$ cat config.mk
export PLATFORM = sky130hd
export DESIGN_NAME = si1143_gesture_sequencer
export DESIGN_NICKNAME = d
export VERILOG_FILES = /design/src/rtl/si1143_gesture_sequencer.sv
export SDC_FILE = /design/constraint.sdc
export NUM_CORES = 1
export LEC_CHECK = 0
export CORE_MARGIN = 10
export CORE_UTILIZATION = 30
export DETAILED_ROUTE_END_ITERATION = 10
export GPL_TIMING_DRIVEN = 0
export PLACE_DENSITY = 0.49
export SYNTH_ARGS = -nofsm -noshare
export SYNTH_HDL_FRONTEND = slang
export SYNTH_SLANG_ARGS = --single-unit
$ cat constraint.sdc
create_clock -name clk -period 7.2 [get_ports clk]
set_clock_uncertainty 0.05 [all_clocks]
set_input_delay 1.44 -clock clk [delete_from_list [all_inputs] [get_ports clk]]
set_output_delay 1.44 -clock clk [all_outputs]
set_load 0.03 [all_outputs]
$ cat src/rtl/si1143_gesture_sequencer.sv
// Si1143 proximity sensor sequencer: boot delay, register init, interrupt-driven PS1..PS3 readout.
// Optional `define SI1143_POLL_EN adds a forced read after POLL_CYC idle cycles.
module si1143_gesture_sequencer #(
  parameter logic [6:0]  DEV_ADDR    = 7'h5A,
  parameter int unsigned STARTUP_CYC = 1_250_000,
  parameter int unsigned RETRY_CYC   = 500_000,
  parameter int unsigned POLL_CYC    = 2_500_000
) (
  input  logic        clk,
  input  logic        reset,
  input  logic        sensor_int_n,
  output logic        cmd_valid,
  input  logic        cmd_ready,
  output logic [1:0]  cmd_op,
  output logic [7:0]  cmd_wdata,
  output logic        cmd_nack_last,
  input  logic        rsp_valid,
  input  logic [7:0]  rsp_rdata,
  input  logic        rsp_nack,
  output logic [15:0] ps1,
  output logic [15:0] ps2,
  output logic [15:0] ps3,
  output logic        data_valid,
  output logic        init_done,
  output logic        busy,
  output logic        err
);

  localparam logic [1:0] OP_START = 2'd0;
  localparam logic [1:0] OP_STOP  = 2'd1;
  localparam logic [1:0] OP_WRITE = 2'd2;
  localparam logic [1:0] OP_READ  = 2'd3;
  localparam logic [7:0] ADDR_W   = {DEV_ADDR, 1'b0};
  localparam logic [7:0] ADDR_R   = {DEV_ADDR, 1'b1};

`ifdef SI1143_POLL_EN
  localparam int unsigned CNT_MAX0 = (STARTUP_CYC > RETRY_CYC) ? STARTUP_CYC : RETRY_CYC;
  localparam int unsigned CNT_MAX  = (CNT_MAX0 > POLL_CYC) ? CNT_MAX0 : POLL_CYC;
`else
  localparam int unsigned CNT_MAX  = (STARTUP_CYC > RETRY_CYC) ? STARTUP_CYC : RETRY_CYC;
`endif
  localparam int CNT_W = $clog2(CNT_MAX + 1);
  localparam logic [CNT_W-1:0] BOOT_LAST  = CNT_W'(STARTUP_CYC - 1);
  localparam logic [CNT_W-1:0] RETRY_LAST = CNT_W'(RETRY_CYC - 1);
`ifdef SI1143_POLL_EN
  localparam logic [CNT_W-1:0] POLL_LAST  = CNT_W'(POLL_CYC - 1);
`endif

  typedef enum logic [2:0] {
    S_BOOT, S_INIT, S_IDLE, S_READ, S_CLEAR, S_ABORT, S_RETRY
  } state_t;

  function automatic logic [15:0] rom_pair(input logic [2:0] idx);
    case (idx)
      3'd0:    rom_pair = {8'h07, 8'h17};
      3'd1:    rom_pair = {8'h03, 8'h01};
      3'd2:    rom_pair = {8'h04, 8'h1C};
      3'd3:    rom_pair = {8'h08, 8'h84};
      3'd4:    rom_pair = {8'h0F, 8'hFF};
      3'd5:    rom_pair = {8'h18, 8'h0F};
      default: rom_pair = 16'h0000;
    endcase
  endfunction

  // Returns {nack_last, op, wdata} for command `step` of the transaction owned by `st`.
  function automatic logic [10:0] cmd_lookup(input state_t st, input logic [3:0] step,
                                             input logic [15:0] pair);
    cmd_lookup = {1'b0, OP_STOP, 8'h00};
    case (st)
      S_INIT: begin
        case (step)
          4'd0:    cmd_lookup = {1'b0, OP_START, 8'h00};
          4'd1:    cmd_lookup = {1'b0, OP_WRITE, ADDR_W};
          4'd2:    cmd_lookup = {1'b0, OP_WRITE, pair[15:8]};
          4'd3:    cmd_lookup = {1'b0, OP_WRITE, pair[7:0]};
          default: cmd_lookup = {1'b0, OP_STOP, 8'h00};
        endcase
      end
      S_READ: begin
        case (step)
          4'd0:    cmd_lookup = {1'b0, OP_START, 8'h00};
          4'd1:    cmd_lookup = {1'b0, OP_WRITE, ADDR_W};
          4'd2:    cmd_lookup = {1'b0, OP_WRITE, 8'h26};
          4'd3:    cmd_lookup = {1'b0, OP_START, 8'h00};
          4'd4:    cmd_lookup = {1'b0, OP_WRITE, ADDR_R};
          4'd5, 4'd6, 4'd7, 4'd8, 4'd9, 4'd10:
                   cmd_lookup = {(step == 4'd10), OP_READ, 8'h00};
          default: cmd_lookup = {1'b0, OP_STOP, 8'h00};
        endcase
      end
      S_CLEAR: begin
        case (step)
          4'd0:    cmd_lookup = {1'b0, OP_START, 8'h00};
          4'd1:    cmd_lookup = {1'b0, OP_WRITE, ADDR_W};
          4'd2:    cmd_lookup = {1'b0, OP_WRITE, 8'h21};
          4'd3:    cmd_lookup = {1'b0, OP_WRITE, 8'h1C};
          default: cmd_lookup = {1'b0, OP_STOP, 8'h00};
        endcase
      end
      default: cmd_lookup = {1'b0, OP_STOP, 8'h00};
    endcase
  endfunction

  state_t           state_q, state_d;
  logic [3:0]       step_q, step_d;
  logic [2:0]       idx_q, idx_d;
  logic [CNT_W-1:0] cnt_q, cnt_d;
  logic             outst_q, outst_d;
  logic             sync1_q, sync2_q;
  logic [5:0][7:0]  shadow_q, shadow_d;
  logic             cmd_valid_q, cmd_valid_d;
  logic [1:0]       cmd_op_q, cmd_op_d;
  logic [7:0]       cmd_wdata_q, cmd_wdata_d;
  logic             cmd_nl_q, cmd_nl_d;
  logic [15:0]      ps1_q, ps1_d, ps2_q, ps2_d, ps3_q, ps3_d;
  logic             data_valid_q, data_valid_d;
  logic             init_done_q, init_done_d;
  logic             busy_q, busy_d;
  logic             err_q, err_d;
  logic [10:0]      cmd_now;
  logic [3:0]       last_step;
  logic             irq_pending;

  assign irq_pending = ~sync2_q;

  // Next-state logic: transaction walker, handshake and result publishing.
  always_comb begin
    state_d      = state_q;
    step_d       = step_q;
    idx_d        = idx_q;
    cnt_d        = cnt_q;
    outst_d      = outst_q;
    shadow_d     = shadow_q;
    cmd_valid_d  = cmd_valid_q;
    cmd_op_d     = cmd_op_q;
    cmd_wdata_d  = cmd_wdata_q;
    cmd_nl_d     = cmd_nl_q;
    ps1_d        = ps1_q;
    ps2_d        = ps2_q;
    ps3_d        = ps3_q;
    data_valid_d = 1'b0;
    init_done_d  = init_done_q;
    err_d        = err_q;
    cmd_now      = cmd_lookup(state_q, step_q, rom_pair(idx_q));

    case (state_q)
      S_READ:  last_step = 4'd11;
      S_ABORT: last_step = 4'd0;
      default: last_step = 4'd4;
    endcase

    case (state_q)
      S_BOOT: begin
        if (cnt_q == BOOT_LAST) begin
          state_d = S_INIT;
          step_d  = 4'd0;
          idx_d   = 3'd0;
        end else begin
          cnt_d = cnt_q + CNT_W'(1);
        end
      end
      S_RETRY: begin
        if (cnt_q == RETRY_LAST) begin
          state_d = S_INIT;
          step_d  = 4'd0;
          idx_d   = 3'd0;
        end else begin
          cnt_d = cnt_q + CNT_W'(1);
        end
      end
      S_IDLE: begin
        if (irq_pending) begin
          state_d = S_READ;
          step_d  = 4'd0;
        end
`ifdef SI1143_POLL_EN
        else if (cnt_q == POLL_LAST) begin
          state_d = S_READ;
          step_d  = 4'd0;
        end else begin
          cnt_d = cnt_q + CNT_W'(1);
        end
`else
        else begin
          state_d = S_IDLE;
        end
`endif
      end
      S_INIT, S_READ, S_CLEAR, S_ABORT: begin
        if (!cmd_valid_q && !outst_q) begin
          cmd_valid_d                         = 1'b1;
          {cmd_nl_d, cmd_op_d, cmd_wdata_d}   = cmd_now;
        end else if (cmd_valid_q) begin
          if (cmd_ready) begin
            cmd_valid_d = 1'b0;
            outst_d     = 1'b1;
          end else begin
            cmd_valid_d = 1'b1;
          end
        end else if (rsp_valid) begin
          outst_d = 1'b0;
          // A WRITE NACK aborts whatever transaction is running; the abort STOP itself cannot NACK.
          if (cmd_op_q == OP_WRITE && rsp_nack && state_q != S_ABORT) begin
            state_d     = S_ABORT;
            step_d      = 4'd0;
            err_d       = 1'b1;
            init_done_d = 1'b0;
          end else if (step_q == last_step) begin
            step_d = 4'd0;
            case (state_q)
              S_INIT: begin
                if (idx_q == 3'd5) begin
                  state_d     = S_IDLE;
                  init_done_d = 1'b1;
                  cnt_d       = '0;
                end else begin
                  idx_d = idx_q + 3'd1;
                end
              end
              S_READ:  state_d = S_CLEAR;
              S_CLEAR: begin
                state_d      = S_IDLE;
                cnt_d        = '0;
                ps1_d        = {shadow_q[1], shadow_q[0]};
                ps2_d        = {shadow_q[3], shadow_q[2]};
                ps3_d        = {shadow_q[5], shadow_q[4]};
                data_valid_d = 1'b1;
              end
              S_ABORT: begin
                state_d = S_RETRY;
                cnt_d   = '0;
              end
              default: state_d = S_BOOT;
            endcase
          end else begin
            step_d = step_q + 4'd1;
            if (cmd_op_q == OP_READ) begin
              shadow_d[3'(step_q - 4'd5)] = rsp_rdata;
            end else begin
              shadow_d = shadow_q;
            end
          end
        end else begin
          outst_d = outst_q;
        end
      end
      default: state_d = S_BOOT;
    endcase

    busy_d = !(state_d == S_BOOT || state_d == S_IDLE || state_d == S_RETRY);
  end

  // State and output registers; sensor interrupt synchronizer idles high.
  always_ff @(posedge clk or posedge reset) begin
    if (reset) begin
      state_q      <= S_BOOT;
      step_q       <= 4'd0;
      idx_q        <= 3'd0;
      cnt_q        <= '0;
      outst_q      <= 1'b0;
      sync1_q      <= 1'b1;
      sync2_q      <= 1'b1;
      shadow_q     <= '0;
      cmd_valid_q  <= 1'b0;
      cmd_op_q     <= 2'd0;
      cmd_wdata_q  <= 8'h00;
      cmd_nl_q     <= 1'b0;
      ps1_q        <= 16'h0000;
      ps2_q        <= 16'h0000;
      ps3_q        <= 16'h0000;
      data_valid_q <= 1'b0;
      init_done_q  <= 1'b0;
      busy_q       <= 1'b0;
      err_q        <= 1'b0;
    end else begin
      state_q      <= state_d;
      step_q       <= step_d;
      idx_q        <= idx_d;
      cnt_q        <= cnt_d;
      outst_q      <= outst_d;
      sync1_q      <= sensor_int_n;
      sync2_q      <= sync1_q;
      shadow_q     <= shadow_d;
      cmd_valid_q  <= cmd_valid_d;
      cmd_op_q     <= cmd_op_d;
      cmd_wdata_q  <= cmd_wdata_d;
      cmd_nl_q     <= cmd_nl_d;
      ps1_q        <= ps1_d;
      ps2_q        <= ps2_d;
      ps3_q        <= ps3_d;
      data_valid_q <= data_valid_d;
      init_done_q  <= init_done_d;
      busy_q       <= busy_d;
      err_q        <= err_d;
    end
  end

  assign cmd_valid     = cmd_valid_q;
  assign cmd_op        = cmd_op_q;
  assign cmd_wdata     = cmd_wdata_q;
  assign cmd_nack_last = cmd_nl_q;
  assign ps1           = ps1_q;
  assign ps2           = ps2_q;
  assign ps3           = ps3_q;
  assign data_valid    = data_valid_q;
  assign init_done     = init_done_q;
  assign busy          = busy_q;
  assign err           = err_q;

endmodule

; Yosys cells after proc, flatten, opt, wreduce, memory -nomap -nowiden
; Index checks and enable logic that the tools add are counted.
[word_totals]
inputBits = 14
regBits = 146
out_inout_bits = 64
wordCells = 176
[op_classes]
n_eq_ne = 44
n_addsub = 4
n_bitwise = 4
n_lt_le_gt_ge = 2
n_reduce_logical = 32
mux = 66
[ops]
columns = op, n
row1 = 21-bit two-way mux, 8
row2 = 10-bit one-hot mux with 4 select lines, 2
row3 = 13-bit one-hot mux with 6 select lines, 1
row4 = 21-bit one-hot mux with 3 select lines, 1
row5 = 11-bit one-hot mux with 5 select lines, 1
row6 = 3-bit two-way mux, 17
row7 = 48-bit bitwise mux, 1
row8 = 21-bit one-hot mux with 2 select lines, 1
row9 = 11-bit one-hot mux with 3 select lines, 1
row10 = 4-bit two-way mux, 8
row11 = 7-bit AND reduction, 4
row12 = 2-bit != test (second input constant), 13
row13 = 8-bit demux with 3-bit select, 1
row14 = 3-bit one-hot mux with 4 select lines, 2
row15 = 21-bit by 1-bit adder with 21-bit output (second input constant), 1
row16 = 21-bit by 19-bit equality test with 1-bit output (second input constant), 1
row17 = 21-bit equality test (second input constant), 1
row18 = 10-bit AND reduction, 2
row19 = 3-bit equality test (second input constant), 6
row20 = 1-bit two-way mux, 18
row21 = 4-bit by 3-bit equality test with 1-bit output (second input constant), 4
row22 = 4-bit one-hot mux with 4 select lines, 1
row23 = 3-bit by 2-bit equality test with 1-bit output (second input constant), 5
row24 = 4-bit equality test (second input constant), 3
row25 = 29 further kinds, 49

; Longest topological paths before layout
; Gate-level depths: netlist (run 1).
[logic_depth]
ltp_word = 13
depth_mapped = 9
ltp_nobuf = 8

; Least setup slack after synthesis (run 1)
; No wires, ideal clock.
[synth_timing]
kind = input to register
start = in rsp_valid
end = reg ps1_q[0], in the netlist ps1[0]
arrival_ns = 2.843
required_ns = 7.025
stages = 7
path_slack_ns = 4.183
setup_ns = 0.125
n_path_buf = 4
cell_sequence = and3b_1 -> clkbuf_1 -> and4_1 -> clkbuf_1 -> buf_2 -> buf_2 -> mux2_2
[synth_via]
elab_chain_len = 1
[synth_lines]
columns = element, line
row1 = start: declaration, 17  ; input logic rsp_valid,
row2 = 7-bit AND reduction (no source line), -
row3 = end signal: assignment, 288  ; ps1_q <= ps1_d;
row4 = end: declaration, 115  ; logic [15:0] ps1_q, ps1_d, ps2_q, ps2_d, ps3_q, ps3_d;
; Every way passes these cells.
; A chain may end at the register's enable or synchronous reset.

; Final worst setup path (run 1)
[layout_timing]
start = in rsp_valid
end = reg ps1_q[5], in the netlist ps1[5]
; The elaborated chain is that of the path after synthesis.

==> results of run 1 <==
[final timing paths]
path                                start            to  slack, ns  cells past startpoint
worst max-delay path            rsp_valid        ps1[5]       3.63                      8
worst min-delay path              sync1_q       sync2_q       0.31                      0
worst max register to register   cnt_q[5]     step_q[1]       4.23                      7
worst min register to register    sync1_q       sync2_q       0.31                      0
max in group asynchronous           reset        ps3[3]       4.86                      3
min in group asynchronous           reset  cmd_wdata[5]       1.44                      2
[final cells by class]
class,count,area (um^2)
Timing Repair Buffer,78,798.3
Clock inverter,13,120.1
Clock buffer,19,452.9
Tap cell,285,356.6
Fill cell,2202,14030
Sequential cell,146,3656
Buffer,29,152.6
Inverter,15,61.31
Multi-Input combinational cell,417,3080
[cell families (layout without fill, tap and decap cells)]
group / count (synthesis) / count (layout) / synth area share, %
buffers and inverters: 44 / 154 / 3.008
multiplexers: 99 / 99 / 16.03
AO/OA/AOI/OAI: 134 / 134 / 12.36
adder cells (fa/ha/maj): 13 / 13 / 2.342
flip-flops: 146 / 146 / 52.64
XOR/XNOR: 5 / 5 / 0.6306
AND/OR/NAND/NOR: 166 / 166 / 12.99
[metal layers]
layer | global-route usage (%) | wire (um) | up-vias
li1 | - | - | 2423
met2 | 20.16 | 8742 | 142
met1 | 16.77 | 8470 | 2649
met3 | 3.146 | 986 | 18
met5 | 0 | 0 | -
met4 | 4.048 | 187 | 0
[where the power goes]
part           internal, uW  total (uW)  leakage (uW)  switching [uW]
registers               940        1080       0.00198             135
logic                   350         956       0.00164             607
clock network           473         859      0.000283             386
[flip-flops by register name, indices dropped and copies added, names as in the netlist, 2 cells and up]
signal,cells
shadow_q,48
cnt_q,21
ps1,16
ps2,16
ps3,16
cmd_wdata,8
step_q,4
idx_q,3
state_q,3
cmd_op,2
[per-stage QoR]
stage | setup TNS (ns) | hold WS [ns] | setup slack [ns] | cells
6_report | 0 | 0.3080 | 3.630 | 1002
2_1_floorplan | 0 | 0.2952 | 1.790 | 607
3_5_place_dp | 0 | 0.3002 | 3.137 | 970
3_3_place_gp | -39.47 | 0.2985 | -0.2864 | 969
4_1_cts | 0 | 0.3100 | 3.584 | 1002
5_1_grt | 0 | 0.3121 | 3.483 | 1002
[layout by cell type (no fill, tap or decap), types with 8 or more instances in the layout]
| cell | instances |
|---|---|
| dfrtp_1 | 144 |
| mux2_2 | 98 |
| clkdlybuf4s50_1 | 77 |
| nand2_1 | 44 |
| nor2_1 | 33 |
| a21oi_1 | 32 |
| o21ai_0 | 31 |
| nand3_1 | 22 |
| a31oi_1 | 22 |
| clkbuf_16 | 17 |
| clkbuf_1 | 15 |
| inv_1 | 14 |
| ha_1 | 13 |
| nor3_1 | 10 |
| buf_2 | 8 |
[worst max-delay path, delay by kind of cell]
kind / cells / cell delay, ns
buffers and inverters: 5 / 1.58
and+or+nand+nor: 2 / 0.44
muxes: 1 / 0.37
==> results.yml, run 1 <==
outcome:
  status: "finished clean"
cts:
  cts_buffers: 17
  cts.sinks: 146
  cts_hold_buf: 0
  cts_tree: "done"
  clockRootBuffer: "clkbuf_16"
  cts_setup_buffers: 0
  cts.reportedPaths.clkPinSlew_ns: 0.06
  htree_levels: 4
  insertion_delay_ns: 0.43
  clock_path_buffers: 2
  cts_resized: 0
routing:
  num_vias: 5232
  vias_per_cell: 5.222
  finalWirelength_um: 18390
  drt_iter0_drc: 423
  ant_nets: 0
  drtPass1Iterations: 5
  drc_errors: 0
  routedWlPerCell_um: 18.35
yosys:
  yosys-top-cells-area: "dfrtp_1 52%, mux2_2 16%, nand2_1 2.4%, ha_1 2.3%, a21oi_1 2.3%"
  yosys_most_used_dff: "dfrtp_1"
  synth_cell_types: 73
  syn_nets: 634
  seq_area_frac_synth_pct: 52.64
  yosysWarnings: 0
  synth.most_common_cell: "dfrtp_1"
  syn_area_um2: 6945
  yosysTopAreaCell: "dfrtp_1"
  postSynthCellCount: 607
  yosysTopAreaCellShare_pct: 51.88
  ys_ff_latch: 146
  async_reset_ff_share_pct: 100.0
  syn_area_per_cell_um2: 11.44
  synth_commonest_cells: "144 x dfrtp_1, 98 x mux2_2, 44 x nand2_1, 33 x nor2_1, 32 x a21oi_1"
  synth_edf_count: 0
floorplan:
  ios: 78
  row_count: 55
  core_area_um2: 22710
  die-area_um2: 29640
  initial_core_util_pct: 30.58
  fp.dieH_um: 172.2
  die-width_um: 172.2
final_layout:
  synthToLayoutAreaGrowth_pct: 24.95
  fin_util_pct: 38.21
  drive_gt1_share_pct: 22.59
  antenna_cells: 0
  nets: 731
  design_area_um2: 8678
place:
  port_buffers: 77
  post_dp_cell_area_um2: 8105
  hpwl_um: 13170
  place_congestion: 0.8627
critical_path:
  worstPathMaxFanout: 10
  crit_chain: "clkdlybuf4s50_1, and3b_1, clkbuf_1, and4_1, clkbuf_1, buf_2, buf_2, mux2_2"
  cp-start-kind: "primary input"
  cp.arrival_ns: 3.82
  crit_slowest_cell: "clkdlybuf4s50_1"
  crit_required_ns: 7.45
  slowest_delay_ns: 0.53
  critPathKind: "in -> reg"
  end_kind: "flip-flop"
grt:
  grt_first_pass_wirelength_um: 29810
  grt_max_degree: 86
  antenna_found_initial: 2
  grt_use_total_pct: 12.75
  grt_pass1_vias: 5430
  grt-ovfl-total: 0
power_and_ir_drop:
  max-vdd-ir-drop_mv: 0.1254
  power-per-cell-area_nw_per_um2: 333.1
  total_power_uw: 2890
  leakagePower_uw: 0.003902
timing:
  setup_viol: 0
  finalMaxSlewViolations: 0
  max_freq_mhz: 280.1
  tightest_slew_ns: 0.9174
  grt_setup_unrepaired: "false"
  finalHoldViolCount: 0
  finalCriticalPeriod_ns: 3.570
  max-slew-margin-rel_pct: 38.28
  period_share_pct: 49.59
flow_run:
  maxCapViolCount: 0
worst_hold_path:
  worstHoldPathType: "reg -> reg"
Note: power is estimated with default switching activity, not from simulation.
==> run 2: changes to the inputs <==
==> constraint.sdc (replaced) <==
create_clock -name clk -period 3.5 [get_ports clk]
set_clock_uncertainty 0.05 [all_clocks]
set_input_delay 0.7 -clock clk [delete_from_list [all_inputs] [get_ports clk]]
set_output_delay 0.7 -clock clk [all_outputs]
set_load 0.03 [all_outputs]
==> run 2 against run 1 <==
Sequential cell count did not move. Via count rose by 0.59%. Die area did not move. Wire length rose by 1.2%. Hold slack improved by 0.00051 ns. Total power rose by 110%. First-iteration DRC count fell by 22%. Setup slack got worse by 3.1 ns. Non-clock buffer count rose by 3. Sequential share of layout area fell by 0.37 points. Largest cell class unchanged. Largest power group unchanged.
==> results.yml, run 2 (synthesized netlist as in run 1, its figures left out) <==
outcome:
  status: "finished clean"
routing:
  finalWirelength_um: 18600
  drt_iter0_drc: 328
  ant_nets: 0
  routedWlPerCell_um: 18.51
  num_vias: 5263
  vias_per_cell: 5.237
  drc_errors: 0
  drtPass1Iterations: 5
power_and_ir_drop:
  total_power_uw: 6052
  max-vdd-ir-drop_mv: 0.3029
  leakagePower_uw: 0.003923
  power-per-cell-area_nw_per_um2: 691.3
timing:
  finalHoldViolCount: 0
  tightest_slew_ns: 0.8534
  period_share_pct: 85.26
  finalCriticalPeriod_ns: 2.984
  max-slew-margin-rel_pct: 42.58
  max_freq_mhz: 335.1
  setup_viol: 0
  tns_ns: 0
  hold_slack_ns: 0.3085
  grt_setup_unrepaired: "false"
  finalMaxSlewViolations: 0
critical_path:
  crit_slowest_cell: "dfrtp_1"
  end_kind: "flip-flop"
  cp.arrival_ns: 3.24
  worstPathMaxFanout: 10
  cpMostUsedCell: "buf_2"
  crit_required_ns: 3.76
  critPathKind: "reg -> reg"
  slowest_delay_ns: 0.37
  crit_chain: "buf_4, nand3b_1, mux2i_1, a21boi_1, and4_1, clkbuf_1, buf_2, buf_2, mux2_2"
  cp-start-kind: "flip-flop"
grt:
  antenna_found_initial: 0
  grt_max_degree: 38
  grt_pass1_vias: 5458
  grt_first_pass_wirelength_um: 30200
  grt-ovfl-total: 0
  grt_use_total_pct: 12.95
cts:
  cts_setup_buffers: 0
  cts_tree: "done"
  cts.sinks: 146
  cts_hold_buf: 0
  cts_resized: 0
  clock_path_buffers: 2
  htree_levels: 4
  cts_buffers: 17
  insertion_delay_ns: 0.42
  cts.reportedPaths.clkPinSlew_ns: 0.07
  clockRootBuffer: "clkbuf_16"
floorplan:
  core_area_um2: 22710
  fp.dieH_um: 172.2
  initial_core_util_pct: 30.58
  ios: 78
  row_count: 55
  die-area_um2: 29640
  die-width_um: 172.2
place:
  place_congestion: 0.8854
  numPlacedInstances: 973
  port_buffers: 77
  post_dp_cell_area_um2: 8157
  hpwl_um: 13650
final_layout:
  finalNonFillerCells: 1005
  largest_reg_flops: 48
  reg_top3: "shadow_q (48), cnt_q (21)"
  layout.cells.most_common: "dfrtp_1"
  design_area_um2: 8755
  top_register: "shadow_q"
  synthToLayoutAreaGrowth_pct: 26.05
  layout_common_cells: "144 x dfrtp_1, 98 x mux2_2, 77 x clkdlybuf4s50_1"
  nFillCells: 2184
  antenna_cells: 0
  nets: 734
  drive_gt1_share_pct: 22.78
flow_run:
  maxCapViolCount: 0
worst_hold_path:
  worstHoldPathType: "reg -> reg"
-- run 2: cell types whose count changed in the layout (fill, tap and decap cells not counted) --
cell / before / now
clkinvlp_4: 1 / 4
clkinv_8: 1 / 0
clkbuf_8: 2 / 0
bufinv_16: 0 / 2
clkinv_4: 2 / 1
clkbuf_1: 15 / 16
buf_12: 0 / 4
buf_16: 1 / 0
clkinv_2: 2 / 0
-- run 2: final timing paths --
kind / from / endpoint / slack (ns) / cells past startpoint
min in group asynchronous: reset / ps2[13] / 0.62 / 2
min: sync1_q / sync2_q / 0.31 / 0
max in group asynchronous: reset / sync1_q / 1.96 / 4
max reg2reg: state_q[0] / ps1[1] / 0.52 / 9
max: state_q[0] / ps1[1] / 0.52 / 9
min reg2reg: sync1_q / sync2_q / 0.31 / 0
-- run 2: final cells by class --
cell class / count / area [um^2] / share of cell area [%]
plain buffers: 29 / 152.6 / 1.744
clock buffers: 18 / 429.2 / 4.902
clock inverters: 14 / 168.9 / 1.929
inverters: 15 / 60.06 / 0.6860
multi-input cells: 417 / 3080 / 35.19
flip-flops and latches: 146 / 3656 / 41.76
well taps: 285 / 356.6 / 4.073
repair buffers: 81 / 850.8 / 9.718
-- run 2: per-stage QoR --
stage / setup WS, ns / util [%]
after floorplan: 0.9186 / -
after global routing: 0.3142 / 38.55
after CTS: 0.4582 / 38.55
final: 0.5159 / 38.55
after global placement: -0.3653 / 35.56
after detailed placement: 0.1611 / 35.92
-- run 2: power breakdown --
part,total (uW),switching [uW],internal [uW]
sequential,2210,275,1930
combinational,1970,1250,724
clock,1870,795,1080
total,6050,2320,3740
-- run 2: routing by layer --
metal	track usage [%]	wire [um]
met5	0	0
met4	4.198	199
met3	3.055	871
met2	20.82	9004
met1	16.79	8525
-- run 2: critical path: cells and delay by family, from the launching register on --
family	cells	cell delay, ns
compound gates	1	0.22
buf+inv	4	0.99
flops	1	0.37
mux	2	0.67
simple gates	2	0.56
